`src/rtl/polyphase_pkg.sv`:
```
// Shared configuration and types for the polyphase tap sequencer.
// SAMPLE_WIDTH, N and M are set here. The derived delay-line depth and
// all index widths follow from them, so every file sees the same geometry.
package polyphase_pkg;

  localparam int SAMPLE_WIDTH = 16;             // sample and coefficient width
  localparam int N            = 31;             // prototype filter length
  localparam int M            = 2;              // decimation factor / phases

  localparam int L       = (N + M - 1) / M;     // delay-line depth per phase
  localparam int PHASE_W = (M > 1) ? $clog2(M) : 1;
  localparam int TAP_W   = (L > 1) ? $clog2(L) : 1;
  localparam int COEF_AW = (N > 1) ? $clog2(N) : 1;

  typedef enum logic [1:0] {
    FILL  = 2'd0,
    ISSUE = 2'd1,
    DRAIN = 2'd2
  } state_t;

  typedef struct packed {
    logic [SAMPLE_WIDTH-1:0] sample;
    logic [SAMPLE_WIDTH-1:0] coef;
    logic [PHASE_W-1:0]      phase;
    logic                    first;
    logic                    last;
    logic                    frame_end;
  } tap_tuple_t;

  // Highest k with p + k*M < N. Taps beyond it index past the prototype
  // filter and are never issued.
  function automatic logic [TAP_W-1:0] last_tap(input logic [PHASE_W-1:0] p);
    return TAP_W'((N - 1 - int'(p)) / M);
  endfunction

  // Prototype coefficient index of tap k in phase p.
  function automatic logic [COEF_AW-1:0] tap_addr(input logic [PHASE_W-1:0] p,
                                                 input logic [TAP_W-1:0]   k);
    return COEF_AW'(int'(p) + int'(k) * M);
  endfunction

endpackage

```
`src/rtl/polyphase_tap_sequencer_delay_bank.sv`:
```
// polyphase_delay_bank: M delay lines of depth L that share one circular
// write pointer. A write to phase 0 closes a frame and advances the
// pointer. The read port is combinational and addresses taps relative to
// the newest sample, so tap 0 is the most recent write of that phase.
module polyphase_delay_bank
  import polyphase_pkg::*;
(
  input  logic                    clk,
  input  logic                    reset,
  input  logic                    wr_en,
  input  logic [PHASE_W-1:0]      wr_phase,
  input  logic [SAMPLE_WIDTH-1:0] wr_data,
  input  logic [PHASE_W-1:0]      rd_phase,
  input  logic [TAP_W-1:0]        rd_tap,
  output logic [SAMPLE_WIDTH-1:0] rd_data
);

  logic [SAMPLE_WIDTH-1:0] mem [M][L];
  logic [TAP_W-1:0]        wp_q;
  logic [TAP_W-1:0]        rd_slot;

  // Slot of tap k: (wp - 1 - k) mod L. Both operands are below L, so a
  // single conditional subtract wraps the sum into range.
  function automatic logic [TAP_W-1:0] slot_of(input logic [TAP_W-1:0] wp,
                                               input logic [TAP_W-1:0] k);
    int s;
    s = int'(wp) + L - 1 - int'(k);
    if (s >= L) s = s - L;
    return TAP_W'(s);
  endfunction

  // Write pointer: advances once per frame, on the phase-0 sample.
  // NOTE: sequential state uses non-blocking (<=) assignments so every
  // register samples the pre-edge values of the others.
  always_ff @(posedge clk or posedge reset) begin
    if (reset) begin
      wp_q <= '0;
    end else if (wr_en && (wr_phase == '0)) begin
      wp_q <= (wp_q == TAP_W'(L - 1)) ? '0 : wp_q + 1'b1;
    end
  end

  // Sample storage: commutated samples land in their phase line at the
  // current write slot.
  // NOTE: this array is reset on purpose. The first frames after reset
  // must read zeros from taps that have never been written, so it is built
  // from flops rather than a RAM macro that cannot be cleared.
  always_ff @(posedge clk or posedge reset) begin
    if (reset) begin
      for (int p = 0; p < M; p++) begin
        for (int k = 0; k < L; k++) begin
          mem[p][k] <= '0;
        end
      end
    end else if (wr_en) begin
      mem[wr_phase][wp_q] <= wr_data;
    end
  end

  // Tap read port: newest-first addressing into the selected phase.
  always_comb begin
    rd_slot = slot_of(wp_q, rd_tap);
    rd_data = mem[rd_phase][rd_slot];
  end

endmodule

```
`src/rtl/polyphase_tap_sequencer.sv`:
```
// polyphase_tap_sequencer: commutates input samples across M phase delay
// lines. Once per decimated frame it walks every valid tap of every phase
// and emits one (sample, coefficient) tuple per cycle to the MAC stage.
// The coefficient ROM is external and synchronous, with 1-cycle latency.
//
// Optional feature: define POLY_OVERRUN_EN to add the overrun and
// overrun_count outputs, which record input attempts made while in_ready
// is low.
//
// Pipeline: stage A holds the tap being addressed. It drives coef_addr
// and reads the delay bank. Stage B holds the tap being presented.
// out_coef is taken directly from coef_data: the ROM is addressed with
// stage A's tap on the same edge that moves that tap into stage B. While
// stage B is stalled, coef_addr replays stage B's address, so the ROM
// output stays aligned with the held tuple.
module polyphase_tap_sequencer
  import polyphase_pkg::*;
(
  input  logic                    clk,
  input  logic                    reset,
  input  logic                    in_valid,
  output logic                    in_ready,
  input  logic [SAMPLE_WIDTH-1:0] in_data,
  output logic [COEF_AW-1:0]      coef_addr,
  input  logic [SAMPLE_WIDTH-1:0] coef_data,
  output logic                    out_valid,
  input  logic                    out_ready,
  output logic [SAMPLE_WIDTH-1:0] out_sample,
  output logic [SAMPLE_WIDTH-1:0] out_coef,
  output logic [PHASE_W-1:0]      out_phase,
  output logic                    out_first,
  output logic                    out_last,
`ifdef POLY_OVERRUN_EN
  output logic                    overrun,
  output logic [7:0]              overrun_count,
`endif
  output logic                    out_frame_end
);

  // Control state
  state_t             state_q;
  state_t             state_d;
  logic [PHASE_W-1:0] cnt_q;
  logic               in_ready_q;

  // Stage A: tap currently addressed
  logic [PHASE_W-1:0] a_phase_q;
  logic [TAP_W-1:0]   a_tap_q;

  // Stage B: tap currently presented
  logic                    b_valid_q;
  logic [SAMPLE_WIDTH-1:0] b_sample_q;
  logic [PHASE_W-1:0]      b_phase_q;
  logic                    b_first_q;
  logic                    b_last_q;
  logic                    b_frame_end_q;
  logic [COEF_AW-1:0]      b_addr_q;

  logic                    in_fire;
  logic                    out_fire;
  logic                    advance;
  logic                    a_live;
  logic                    a_last;
  logic                    a_frame_end;
  logic [COEF_AW-1:0]      a_addr;
  logic [SAMPLE_WIDTH-1:0] rd_data;
  tap_tuple_t              out_tuple;

  polyphase_delay_bank u_bank (
    .clk      (clk),
    .reset    (reset),
    .wr_en    (in_fire),
    .wr_phase (cnt_q),
    .wr_data  (in_data),
    .rd_phase (a_phase_q),
    .rd_tap   (a_tap_q),
    .rd_data  (rd_data)
  );

  // Handshake and stage-A decode. Stage A is live exactly while in ISSUE.
  always_comb begin
    in_fire     = in_valid && in_ready_q;
    out_fire    = b_valid_q && out_ready;
    advance     = !b_valid_q || out_ready;
    a_live      = (state_q == ISSUE);
    a_last      = (a_tap_q == last_tap(a_phase_q));
    a_frame_end = a_last && (a_phase_q == PHASE_W'(M - 1));
    a_addr      = tap_addr(a_phase_q, a_tap_q);
  end

  // Frame sequencing: collect M samples, issue every tap, then wait for
  // the frame-end tuple to be accepted.
  // NOTE: every signal assigned in a combinational block gets a default
  // first, so no path leaves it unassigned and no latch is inferred.
  always_comb begin
    state_d = state_q;
    unique case (state_q)
      FILL:    if (in_fire && (cnt_q == '0))           state_d = ISSUE;
      ISSUE:   if (advance && a_frame_end)              state_d = DRAIN;
      DRAIN:   if (out_fire && b_frame_end_q)           state_d = FILL;
      default:                                          state_d = FILL;
    endcase
  end

  // State, commutator counter, and registered in_ready. in_ready follows
  // the next state, so it drops right after the phase-0 sample and rises
  // one cycle after the frame-end handshake.
  always_ff @(posedge clk or posedge reset) begin
    if (reset) begin
      state_q    <= FILL;
      cnt_q      <= PHASE_W'(M - 1);
      in_ready_q <= 1'b0;
    end else begin
      state_q    <= state_d;
      in_ready_q <= (state_d == FILL);
      if (in_fire) begin
        cnt_q <= (cnt_q == '0) ? PHASE_W'(M - 1) : cnt_q - 1'b1;
      end
    end
  end

  // Stage A walk: phase-major, tap-minor. Taps beyond the filter length
  // are skipped by jumping to the next phase after its last valid tap.
  always_ff @(posedge clk or posedge reset) begin
    if (reset) begin
      a_phase_q <= '0;
      a_tap_q   <= '0;
    end else if (in_fire && (cnt_q == '0)) begin
      a_phase_q <= '0;
      a_tap_q   <= '0;
    end else if (a_live && advance) begin
      if (a_last) begin
        a_phase_q <= a_phase_q + 1'b1;
        a_tap_q   <= '0;
      end else begin
        a_tap_q   <= a_tap_q + 1'b1;
      end
    end
  end

  // Stage B: load the addressed tap whenever the output slot is free or
  // being consumed. Otherwise hold, which keeps the outputs stable.
  always_ff @(posedge clk or posedge reset) begin
    if (reset) begin
      b_valid_q     <= 1'b0;
      b_sample_q    <= '0;
      b_phase_q     <= '0;
      b_first_q     <= 1'b0;
      b_last_q      <= 1'b0;
      b_frame_end_q <= 1'b0;
      b_addr_q      <= '0;
    end else if (advance) begin
      b_valid_q     <= a_live;
      b_sample_q    <= rd_data;
      b_phase_q     <= a_phase_q;
      b_first_q     <= (a_tap_q == '0);
      b_last_q      <= a_last;
      b_frame_end_q <= a_frame_end;
      b_addr_q      <= a_addr;
    end
  end

  // ROM address: replay the presented tap while stalled, otherwise
  // address the next tap. Zero when there is nothing to fetch.
  always_comb begin
    coef_addr = '0;
    if (!advance) begin
      coef_addr = b_addr_q;
    end else if (a_live) begin
      coef_addr = a_addr;
    end
  end

  // Output tuple: all-zero whenever no tuple is presented, including
  // immediately under reset.
  always_comb begin
    out_tuple = '0;
    if (b_valid_q) begin
      out_tuple.sample    = b_sample_q;
      out_tuple.coef      = coef_data;
      out_tuple.phase     = b_phase_q;
      out_tuple.first     = b_first_q;
      out_tuple.last      = b_last_q;
      out_tuple.frame_end = b_frame_end_q;
    end
  end

  assign in_ready      = in_ready_q;
  assign out_valid     = b_valid_q;
  assign out_sample    = out_tuple.sample;
  assign out_coef      = out_tuple.coef;
  assign out_phase     = out_tuple.phase;
  assign out_first     = out_tuple.first;
  assign out_last      = out_tuple.last;
  assign out_frame_end = out_tuple.frame_end;

`ifdef POLY_OVERRUN_EN
  // Overrun monitor: sticky flag plus saturating count of cycles where the
  // upstream presented data while the block was not ready.
  always_ff @(posedge clk or posedge reset) begin
    if (reset) begin
      overrun       <= 1'b0;
      overrun_count <= '0;
    end else if (in_valid && !in_ready_q) begin
      overrun <= 1'b1;
      if (overrun_count != 8'hFF) begin
        overrun_count <= overrun_count + 8'd1;
      end
    end
  end
`endif

endmodule

```
`config.mk`:
```
export PLATFORM = sky130hd
export DESIGN_NAME = polyphase_tap_sequencer
export DESIGN_NICKNAME = d
export VERILOG_FILES = /design/src/rtl/polyphase_pkg.sv /design/src/rtl/polyphase_tap_sequencer_delay_bank.sv /design/src/rtl/polyphase_tap_sequencer.sv
export SDC_FILE = /design/constraint.sdc
export NUM_CORES = 1
export LEC_CHECK = 0
export ABC_AREA = 1
export BUFFER_PORTS_ARGS = -buffer_cell sky130_fd_sc_hd__clkbuf_2
export CAP_MARGIN = 0
export CORE_AREA = 3 3 262 264
export CTS_CLUSTER_DIAMETER = 80
export DETAILED_ROUTE_END_ITERATION = 12
export DIE_AREA = 0 0 265 267
export HOLD_SLACK_MARGIN = 0.06
export PLACE_DENSITY_LB_ADDON = 0.25
export REMOVE_ABC_BUFFERS = 1
export SLEW_MARGIN = 20
export SYNTH_ARGS = -nofsm -noshare
export SYNTH_HDL_FRONTEND = slang
export SYNTH_SLANG_ARGS = --single-unit
```
`constraint.sdc`:
```
create_clock -name clk -period 27.3 [get_ports clk]
set_input_delay 0 -clock clk [delete_from_list [all_inputs] [get_ports clk]]
set_output_delay 0 -clock clk [all_outputs]
set_load 0.01 [all_outputs]
```
# Word level (Yosys, flattened, before mapping)
# Cells that the tools add are included.
# classes
magnitude_cmp	7
n_reduce_logical	17
bitwise_logic	6
n_eq_ne	4
mux	27
addsub	11
# op_table
cell	n
256-bit 2-to-1 mux	4
512-bit bitwise mux	1
256-bit demux with 1-bit select	1
16-bit binary-select mux with 4-bit select	1
16-bit demux with 4-bit select	1
16-bit 2-to-1 mux	3
36-bit 2-to-1 mux	1
32-bit by 6-bit >= comparator with 1-bit output, second input constant	1
32-bit by 2-bit subtractor with 32-bit output, second input constant	1
32-bit by 5-bit subtractor with 32-bit output	1
4-bit 2-to-1 mux	5
5-bit >= comparator, second input constant	2
5-bit 2-to-1 mux	2
4-bit inverter with 5-bit output	2
1-bit logical AND	9
4-bit by 1-bit adder with 4-bit output, second input constant	2
4-bit by 5-bit adder with 6-bit output, second input constant	1
2-bit 2-to-1 mux	3
2-bit one-hot mux with 3 select lines	1
5-bit by 1-bit subtractor with 6-bit output, first input constant	1
1-bit by 5-bit adder with 5-bit output	1
5-bit by 1-bit less-than comparator with 1-bit output, second input constant	1
4-bit by 1-bit adder with 4-bit output	1
4-bit equality test	1
other kinds (18)	25
# totals
out_inout_bits	43
wordCells	117
in_bits	36
register_bits	551

# Depth between registers and ports, before layout
# Gate-level depths: netlist (run 1).
# depth
ltp_word	9
depth_mapped	12

# Hierarchy
# A second synthesis (run 1) with hierarchy kept.
# hier_totals
hier_cells	3644
area_unflattened_um2	26855.8
# by_module_without_submodules
mod	cells_each	instances	seq_area_each_um2	area_per_inst_um2
polyphase_delay_bank	3394	1	12912.4	25044.0
polyphase_tap_sequencer	250	1	852.1	1811.7

# Worst setup path after synthesis (run 1)
# Ideal clock, no wire load.
# synth_path
path_kind	reg-to-reg
startpoint	register a_tap_q[0]
endpoint	register b_sample_q[15]
stages_incl_launch_ff	11
arrival_ns	2.103
setup_slack_ns	25.079
t_required_ns	27.182
period_less_slack_ns	2.221
path_buffers	2
path_cell_list	dfrtp_1 > inv_1 > ha_1 > fa_1 > clkbuf_1 > clkbuf_1 > nand3_1 > nand3_1 > nand3_1 > nand3_1 > nand2_1
# synth_via
elab_chain_cells	7
elab_cells_between_ends	8
cone_classes	add/sub (2); order compare (1); mux (4); bitwise (1)
# synth_rtl
element	line	text
start: declaration	polyphase_tap_sequencer.sv:48	logic [TAP_W-1:0] a_tap_q;
start signal: assignment	polyphase_tap_sequencer.sv:136	a_tap_q <= a_tap_q + 1'b1;
32-bit by 5-bit subtractor with 32-bit output (*)	polyphase_tap_sequencer_delay_bank.sv:27	s = int'(wp) + L - 1 - int'(k);
32-bit by 6-bit >= comparator with 1-bit output / 4-bit by 1-bit subtractor with 4-bit output (equally long branches)	polyphase_tap_sequencer_delay_bank.sv:28	if (s >= L) s = s - L;
4-bit 2-to-1 mux (*)	polyphase_tap_sequencer_delay_bank.sv:28	
4-bit inverter with 5-bit output (implied by the code) (*)	polyphase_tap_sequencer_delay_bank.sv:63	rd_data = mem[rd_phase][rd_slot];
16-bit binary-select mux with 4-bit select (*)	polyphase_tap_sequencer_delay_bank.sv:63	
16-bit 2-to-1 mux (implied by the code) (*) (2 in a row)	polyphase_tap_sequencer_delay_bank.sv:63	
end signal: assignment	polyphase_tap_sequencer.sv:154	b_sample_q <= rd_data;
end: declaration	polyphase_tap_sequencer.sv:52	logic [SAMPLE_WIDTH-1:0] b_sample_q;
# Mark *: on every way between the ends. The rest lies on a longest branch, timed or not. The select of a mux whose other input is x is not followed.
# A chain may end at the register's enable or synchronous reset.

# Final worst setup path (run 1)
# layout_path
startpoint	register a_tap_q[0]
endpoint	register b_sample_q[3]
# Same word-level chain as after synthesis.

==> results of run 1 <==
[synthesized netlist by cell type]
cell type     n  area [sq um]
o211ai_1     18           135
buf_6         1          11.3
clkinv_1      1          3.75
nor2_4        2          22.5
buf_4         3          22.5
dfstp_2       1          26.3
o21ai_1      11          55.1
xnor2_1       2          17.5
inv_2         9          33.8
clkbuf_1    148           556
o31ai_1       4          30.0
o22ai_1       3          18.8
nor2_2        3          18.8
fa_1          1          20.0
nand3_1     333          1670
inv_1       335          1260
a21oi_1       4          20.0
buf_1        16          60.1
ha_1          9           113
xor2_1        2          17.5
nand2_1    1264          4740
nor2_1      185           694
nand4_1       2          12.5
buf_2        90           450
dfrtp_1     549         13700
nand2_2       1          6.26
nor3_2        5          50.1
inv_4         1          6.26
o21ai_0     517          2590
nand3b_1      1          7.51
nor3_4        3          48.8
clkbuf_2      3          15.0
[registers in the layout (all words and copies together) (netlist names)]
register / count
cnt_q: 1
b_addr_q: 5
b_first_q: 1
a_phase_q: 1
b_frame_end_q: 1
state_q: 2
a_tap_q: 4
u_bank.wp_q: 4
out_valid: 1
b_last_q: 1
in_ready: 1
u_bank.mem: 512
b_sample_q: 16
[routing by layer]
layer	vias to the layer above	global-route usage, %	routed length (um)
met2	580	33.8	33300
met5	-	0	13
met1	10600	32.6	37700
met4	2	5.10	1490
met3	105	3.92	4700
li1	10900	-	-
[cells by family (layout without fill, tap and decap cells)]
group / Yosys count / after routing / share of synthesized area (%)
flip-flops: 550 / 550 / 52.0
buffers and inverters: 607 / 582 / 9.13
AO/OA/AOI/OAI: 557 / 557 / 10.8
adder cells (fa/ha/maj): 10 / 10 / 0.501
XOR/XNOR: 4 / 4 / 0.132
AND/OR/NAND/NOR: 1799 / 1799 / 27.5
[power by group]
| group | internal [uW] | leakage [uW] | switching (uW) |
|---|---|---|---|
| Sequential | 1060 | 0.00684 | 139 |
| Combinational | 490 | 0.00653 | 1200 |
| Clock | 455 | 0.000925 | 336 |
[final cells by class]
type / instances / area, sq um
fillers: 6851 / 37500
repair buffers: 134 / 878
well taps: 873 / 1090
multi-input cells: 2370 / 10400
clock buffers: 85 / 1690
flip-flops and latches: 550 / 13800
clock inverters: 17 / 174
inverters: 346 / 1320
[repair_timing]
item | CTS | global route
hold buffers | 19 | 0
endpoints found under the setup margin | 0 | 0
hold endpoints to repair | 277 | 0
[worst max-delay path, delay by kind of cell (launching register included)]
family / cells / cell delay [ns]
adders and majority gates: 1 / 0.42
buffers and inverters: 3 / 1.56
DFF: 1 / 0.39
and+or+nand+nor: 7 / 0.77
[through the flow]
| stage | area [sq um] | power, uW | util, % |
|---|---|---|---|
| 3_5_place_dp | 27200 | 2880 | 40.8 |
| 3_3_place_gp | 27200 | 2870 | 40.7 |
| 5_1_grt | 29300 | 3960 | 43.9 |
| 2_1_floorplan | 25400 | 2300 | - |
| 4_1_cts | 29300 | 3680 | 43.8 |
| 6_report | 29300 | 3680 | 43.9 |
[worst paths after layout]
kind                            depth (start not counted)                           to  slack, ns
worst max-delay path                                   11    b_sample_q[3]$_DFFE_PP0N_      23.98
worst min-delay path                                    3  u_bank.mem[379]$_DFFE_PP0P_       0.11
worst max register to register                         11    b_sample_q[3]$_DFFE_PP0N_      23.98
worst min register to register                          2            cnt_q$_DFFE_PP1N_       0.47
max in group asynchronous                               5      b_addr_q[0]$_DFFE_PP0N_      24.77
min in group clk                                        4                  out_coef[2]       0.27
==> out/summary.txt, run 1 <==
Status -> finished, final reports clean
Die Ht -> 267 um
Crit-path slowest cell -> buf_4
Yosys warning total -> 0
Die ar. -> 70,800 sq um
Clock skew -> 0.0158 ns
Worst r2r src -> a_tap_q[0]$_DFFE_PP0P_
Required @ worst endpoint -> 27.82 ns
IO Pins -> 79
CP most frequent cell -> nand3_1
Peak supply drop -> 0.135 mV
Share of layout cells above drive strength 1 -> 7.05%
Worst hold slack -> 0.108 ns
Total track usage -> 22.0%
CTS Root Cell -> clkbuf_16
Clock-pin slew on the worst setup and hold paths -> 0.06 ns
DR WL/cell -> 17.6 um
Synth-to-layout area growth -> 10.7%
Via count -> 22,200
Peak fanout along the critical path -> 63
Avg Cell Area, Syn -> 7.50 sq um
Sequential area share after synthesis -> 52.0%
Placed Cells incl. Taps -> 4,253
Power density over the cells -> 126 nW/um^2
CP max stage delay -> 0.73 ns
Residual DRC count -> 0
Later-pin clock latency in the skew report -> 0.64 ns
Fin crit share -> 12.1%
CTS max path bufs -> 3
Input/output buffers -> 78
Crit Path Category -> reg2reg
DR vias/cell -> 5.07
PostCTS Resize Cnt -> 0
Pre-CTS WS -> 24.00 ns
Most common cell after layout, fill and taps aside -> nand2_1
CTS tree -> built
Final hold vios -> 0
Worst Tran Pin Value -> 1.08 ns
CP Launch Type -> register
Core area -> 66,800 sq um
Synth unique cells -> 32
Static leakage -> 0.0143 uW
Vias in the first global route -> 20,900
Max-cap violations -> 0
Die width -> 265 um
Final TNS setup -> 0 ns
RSZ-0062 raised after global routing -> no
Final net count -> 3,507
HP Class -> in2async
Sink Count -> 550
Post-Syn Area -> 26,500 sq um
Slack of the critical path -> 23.98 ns
Setup Fix Bufs, Post-CTS -> 0
CP endpoint kind -> register
Total grt overflow -> 0
Min cycle time layout -> 3.32 ns
First-pass GRT wire length -> 123,000 um
DP HPWL -> 45,500 um
# H-tree levels -> 2
Cell Chain, Critical Path -> inv_1, ha_4, inv_6, buf_4, nor2_1, nand2_1, nand3_1, nand3_1, nand3_1, nand3_1, nand2_1
ANT nets after route -> 0
WP data arrival -> 3.83 ns
Antenna Cells -> 0
Final setup fails -> 0
Final wirelength -> 77,200 um
Post-Syn Instances -> 3,527
Row count -> 95
DRT Pass-1 Iters -> 5
Worst Setup SP -> a_tap_q[0]$_DFFE_PP0P_
FMAX -> 302 MHz
Final cell count without fillers -> 4,375
Initial antenna violation count -> 1
Initial core utilization -> 39.6%
Max Slew Vio Count -> 0
Gpl congestion -> 0.804
Pin count of the biggest net entering global routing -> 201
Cts bufs inserted -> 59
Flops & latches, synth -> 550
Most frequent cells in the layout -> nand2_1, dfrtp_1, o21ai_0
Iteration-0 DRC count of the detailed router -> 2,071
Slew HR -> 28.0%
No activity file was read; power rests on OpenSTA's default activity.
==> run 2, diff against run 1 <==
==> constraint.sdc (replaced) <==
create_clock -name clk -period 2.9 [get_ports clk]
set_input_delay 0 -clock clk [delete_from_list [all_inputs] [get_ports clk]]
set_output_delay 0 -clock clk [all_outputs]
set_load 0.01 [all_outputs]
==> run 2 against run 1 <==
  * Critical path type unchanged
  * Sequential share of layout area decreased by 0.73 points
  * Count of clock-buffer cells in the layout grew 5
  * Core utilization is 0.70 points higher
  * First-iteration DRC count grew 18%
  * Die area unchanged
  * Worst hold slack better by 0.15 ns
==> out/summary.txt, run 2 (synthesis results as in run 1) <==
Crit-path slowest cell -> fa_2
Max reg flops -> 512
CTS Root Cell -> clkbuf_16
Residual DRC count -> 0
PostCTS Resize Cnt -> 0
# H-tree levels -> 2
Largest Register -> u_bank.mem
Slew HR -> 31.7%
Peak fanout along the critical path -> 32
Internal Power -> 19,500 uW
Required @ worst endpoint -> 3.41 ns
HP Class -> in2reg
Pin count of the biggest net entering global routing -> 163
Initial core utilization -> 39.6%
Flop pwr share -> 31.9%
Final hold vios -> 0
Initial antenna violation count -> 0
CP endpoint kind -> register
First-pass GRT wire length -> 125,000 um
Share of layout cells above drive strength 1 -> 7.66%
CP most frequent cell -> nand3_1
Final setup fails -> 0
Total track usage -> 22.1%
Design area -> 29,800 sq um
Setup Fix Bufs, Post-CTS -> 0
Iteration-0 DRC count of the detailed router -> 2,434
FMAX -> 402 MHz
Clock-pin slew on the worst setup and hold paths -> 0.06 ns
Buffers & Inverters on Critical Path -> 3
Die ar. -> 70,800 sq um
Row count -> 95
Clock skew -> 0.0151 ns
Sw frac -> 44.0%
DR WL/cell -> 17.5 um
Antenna Cells -> 0
Max Slew Vio Count -> 0
Cell Chain, Critical Path -> inv_1, ha_4, fa_2, inv_2, buf_4, nand3_1, nand3_1, nand3_1, nand3_1, nand2_1
CTS max path bufs -> 3
Gpl congestion -> 0.850
Power density over the cells -> 1170 nW/um^2
IO Pins -> 79
Crit Path Category -> reg2reg
Clock share of power -> 21.9%
ANT nets after route -> 0
Vias in the first global route -> 20,900
Worst Tran Pin Value -> 1.02 ns
CP max stage delay -> 0.46 ns
WP data arrival -> 3.00 ns
Cts bufs inserted -> 59
Final net count -> 3,538
Fin crit share -> 85.9%
Total grt overflow -> 0
Die Ht -> 267 um
CP Launch Type -> register
DRT Pass-1 Iters -> 6
CTS tree -> built
Pre-CTS WS -> 0.394 ns
Min cycle time layout -> 2.49 ns
# fillers -> 6,775
Input/output buffers -> 78
Later-pin clock latency in the skew report -> 0.62 ns
Sw Pwr -> 15,400 uW
Slack of the critical path -> 0.409 ns
Area after DPL -> 27,600 sq um
Critical path's top delay family -> buffers and inverters
Sink Count -> 550
Peak supply drop -> 1.02 mV
DR vias/cell -> 5.05
Static leakage -> 0.0145 uW
Status -> finished, final reports clean
Most common cell after layout, fill and taps aside -> nand2_1
Synth-to-layout area growth -> 12.5%
Via count -> 22,300
DP HPWL -> 48,200 um
Final wirelength -> 77,300 um
RSZ-0062 raised after global routing -> no
Most frequent cells in the layout -> nand2_1, dfrtp_1, o21ai_0
Largest regs -> u_bank.mem: 512 flops, b_sample_q: 16 flops, b_addr_q: 5 flops
Core area -> 66,800 sq um
Max-cap violations -> 0
Combinational share of power -> 46.2%
Die width -> 265 um
run 2: changes by cell type in the layout (fill, tap and decap cells not counted), sizes merged:
cell	previous run	this run
buf	37	67
clkbuf	163	168
inv	348	345
clkinv	11	13
clkinvlp	1	3
bufinv	3	2
dlygate4sd3	19	20
run 2: stage by stage:
step	instances	hold WS [ns]	utilization [%]	total power [uW]	TNS (ns)
6_report	4411	0.262	44.6	34900	0
5_1_grt	4411	0.272	44.6	37500	0
4_1_cts	4411	0.225	44.6	35000	0
3_5_place_dp	4284	0.114	41.3	27200	0
3_3_place_gp	4284	0.119	41.3	27000	0
2_1_floorplan	3266	0.0980	-	20000	-7043.69
run 2: cell type report:
type,count,area (sq um),share of cell area [%]
Sequential cell,550,13800,46.2
Multi-Input combinational cell,2370,10300,34.7
Clock buffer,90,1820,6.10
Inverter,346,1320,4.42
Timing Repair Buffer,165,1290,4.34
Tap cell,873,1090,3.67
Clock inverter,17,150,0.504
run 2: per-layer routing:
metal,part of all wire (%),vias up,wire [um],track usage (%)
li1,-,10900,-,-
met1,49,10700,37700,33.7
met2,43,594,33500,33.4
met3,6.0,93,4650,3.13
met4,1.9,0,1450,4.80
met5,0,-,0,0
run 2: tightest hold or removal path: stages:
cell,delay (ns)
dlygate4sd3_1,0.53
clkbuf_2,0.10
inv_1,0.06
nand2_1,0.07
o21ai_0,0.07
run 2: power groups by stage:
stage / clock (uW) / sequential [uW] / combinational (uW)
2_1_floorplan: 0 / 11200 / 8800
3_3_place_gp: 0 / 11200 / 15900
3_5_place_dp: 0 / 11200 / 15900
4_1_cts: 7820 / 11100 / 16000
5_1_grt: 8110 / 11400 / 18000
6_report: 7640 / 11100 / 16100
run 2: timing repair:
item,4_1_cts,5_1_grt
setup endpoints to repair,0,0
hold endpoints to repair,715,0
hold buffers,20,0
run 2: worst paths after layout:
path,start,to,slack (ns),cells after the start
worst max-delay path,a_tap_q[0]$_DFFE_PP0P_,b_sample_q[2]$_DFFE_PP0N_,0.41,10
worst min-delay path,out_ready,b_addr_q[0]$_DFFE_PP0N_,0.26,5
worst max register to register,a_tap_q[0]$_DFFE_PP0P_,b_sample_q[2]$_DFFE_PP0N_,0.41,10
worst min register to register,cnt_q$_DFFE_PP1N_,cnt_q$_DFFE_PP1N_,0.48,2
max in group asynchronous,reset,u_bank.mem[62]$_DFFE_PP0P_,1.39,5
min in group asynchronous,reset,u_bank.mem[108]$_DFFE_PP0P_,0.58,4
==> run 3, diff against run 2 <==
--- a/config.mk
+++ b/config.mk
@@ -8,10 +8,10 @@
 export ABC_AREA = 1
 export BUFFER_PORTS_ARGS = -buffer_cell sky130_fd_sc_hd__clkbuf_2
 export CAP_MARGIN = 0
-export CORE_AREA = 3 3 262 264
+export CORE_AREA = 3 3 292 294
 export CTS_CLUSTER_DIAMETER = 80
 export DETAILED_ROUTE_END_ITERATION = 12
-export DIE_AREA = 0 0 265 267
+export DIE_AREA = 0 0 295 297
 export HOLD_SLACK_MARGIN = 0.06
 export PLACE_DENSITY_LB_ADDON = 0.25
 export REMOVE_ABC_BUFFERS = 1
==> run 3 against run 2 <==
  * Clock skew is 0.00051 ns lower
  * Worst hold slack worse by 0.20 ns
  * Final cell count is 4.6% higher
  * Critical path depth is 1 lower
  * Core utilization is 8.4 points lower
  * Largest cell class unchanged
  * Worst setup slack better by 0.011 ns
  * Highest routed layer unchanged
  * Combinational power hardly changed
==> out/summary.txt, run 3 (synthesis results as in run 1) <==
Status -> finished, final reports clean
Iteration-0 DRC count of the detailed router -> 2,364
# H-tree levels -> 2
Synth-to-layout area growth -> 13.5%
HP Class -> in2async
Max-cap violations -> 0
CTS max path bufs -> 3
RSZ-0062 raised after global routing -> no
Die width -> 295 um
Total track usage -> 18.9%
Cts bufs inserted -> 58
Sink Count -> 550
DR vias/cell -> 4.83
DP HPWL -> 51,900 um
Total grt overflow -> 0
Most common cell after layout, fill and taps aside -> nand2_1
DR WL/cell -> 17.8 um
Antenna Cells -> 0
Largest regs -> u_bank.mem: 512 flops, b_sample_q: 16 flops, b_addr_q: 5 flops
Final setup fails -> 0
Max Slew Vio Count -> 0
Core area -> 83,200 sq um
Initial antenna violation count -> 1
Final core occ -> 36.1%
Clock skew -> 0.0146 ns
Static leakage -> 0.0145 uW
Die Ht -> 297 um
Die ar. -> 87,600 sq um
Final hold vios -> 0
CP Launch Type -> register
Via count -> 22,300
First-pass GRT wire length -> 130,000 um
Max reg flops -> 512
Design area -> 30,000 sq um
Worst Tran Pin Value -> 1.06 ns
Peak supply drop -> 0.864 mV
Final net count -> 3,537
Largest Register -> u_bank.mem
Share of layout cells above drive strength 1 -> 7.47%
# fillers -> 8,706
IO Pins -> 79
Power density over the cells -> 1160 nW/um^2
Later-pin clock latency in the skew report -> 0.62 ns
WP data arrival -> 2.99 ns
Gpl congestion -> 0.834
CTS tree -> built
Initial core utilization -> 31.8%
CTS Root Cell -> clkbuf_16
Fin crit share -> 85.5%
FMAX -> 403 MHz
Vias in the first global route -> 20,900
PostCTS Resize Cnt -> 0
Clock-pin slew on the worst setup and hold paths -> 0.06 ns
Row count -> 106
ANT nets after route -> 0
Total power -> 34,900 uW
Slew HR -> 29.3%
Most frequent cells in the layout -> nand2_1, dfrtp_1, o21ai_0
Final wirelength -> 82,100 um
Area after DPL -> 27,900 sq um
Residual DRC count -> 0
DRT Pass-1 Iters -> 6
Final cell count without fillers -> 4,615
Placed Cells incl. Taps -> 4,492
Min cycle time layout -> 2.48 ns
CP endpoint kind -> register
Peak fanout along the critical path -> 44
Required @ worst endpoint -> 3.41 ns
Input/output buffers -> 78
Crit Path Category -> reg2reg
Pin count of the biggest net entering global routing -> 87
run 3: area by class of cell:
type | instances | area (sq um) | share of cell area [%]
sequential | 550 | 13800 | 45.8
clock buffer | 91 | 1770 | 5.89
tap | 1080 | 1350 | 4.50
inverter | 346 | 1320 | 4.38
timing repair buffer | 165 | 1350 | 4.51
multi-input combinational | 2370 | 10300 | 34.4
clock inverter | 13 | 143 | 0.475
run 3: final timing paths:
| check | start | endpoint | slack [ns] | depth (start not counted) |
|---|---|---|---|---|
| worst max-delay path | a_tap_q[0]$_DFFE_PP0P_ | b_sample_q[13]$_DFFE_PP0N_ | 0.42 | 9 |
| worst max register to register | a_tap_q[0]$_DFFE_PP0P_ | b_sample_q[13]$_DFFE_PP0N_ | 0.42 | 9 |
| min in group clk | out_ready | b_addr_q[0]$_DFFE_PP0N_ | 0.26 | 5 |
| worst min register to register | cnt_q$_DFFE_PP1N_ | cnt_q$_DFFE_PP1N_ | 0.47 | 2 |
| max in group asynchronous | reset | u_bank.mem[296]$_DFFE_PP0P_ | 1.90 | 4 |
| worst min-delay path | reset | u_bank.mem[90]$_DFFE_PP0P_ | 0.06 | 3 |
run 3: per-layer routing:
| metal | wire, um | part of all wire [%] | vias to the layer above | global-route usage [%] |
|---|---|---|---|---|
| li1 | - | - | 10900 | - |
| met1 | 40400 | 49 | 10600 | 28.9 |
| met2 | 35200 | 43 | 652 | 28.0 |
| met3 | 4710 | 5.7 | 105 | 2.23 |
| met4 | 1820 | 2.2 | 0 | 4.90 |
| met5 | 0 | 0 | - | 0 |
run 3: where the power goes:
group | total [uW] | internal, uW | switching (uW)
clock network | 7560 | 4420 | 3140
registers | 11100 | 9980 | 1150
logic | 16200 | 5140 | 11000
total | 34900 | 19500 | 15300
run 3: what timing repair did:
item	4_1_cts	5_1_grt
hold endpoints to repair	333	0
hold buffers	19	0
setup buffers	0	0
endpoints found under the setup margin	0	0
run 3: worst max-delay path, stage by stage, from the launching register on:
cell     delay, ns
dfrtp_1       0.36
inv_1         0.16
ha_4          0.22
fa_2          0.58
buf_4         0.48
nand3_1       0.15
nand3_1       0.12
nand3_1       0.10
nand3_1       0.11
nand2_1       0.05
run 3: through the flow:
| step | TNS, ns | setup slack (ns) | hold slack (ns) |
|---|---|---|---|
| after floorplan | -7043.69 | -12.48 | 0.0980 |
| after global routing | 0 | 0.241 | 0.126 |
| after detailed placement | 0 | 0.435 | 0.183 |
| final | 0 | 0.420 | 0.0589 |
| after CTS | 0 | 0.428 | 0.0795 |
| after global placement | 0 | 0.513 | 0.178 |
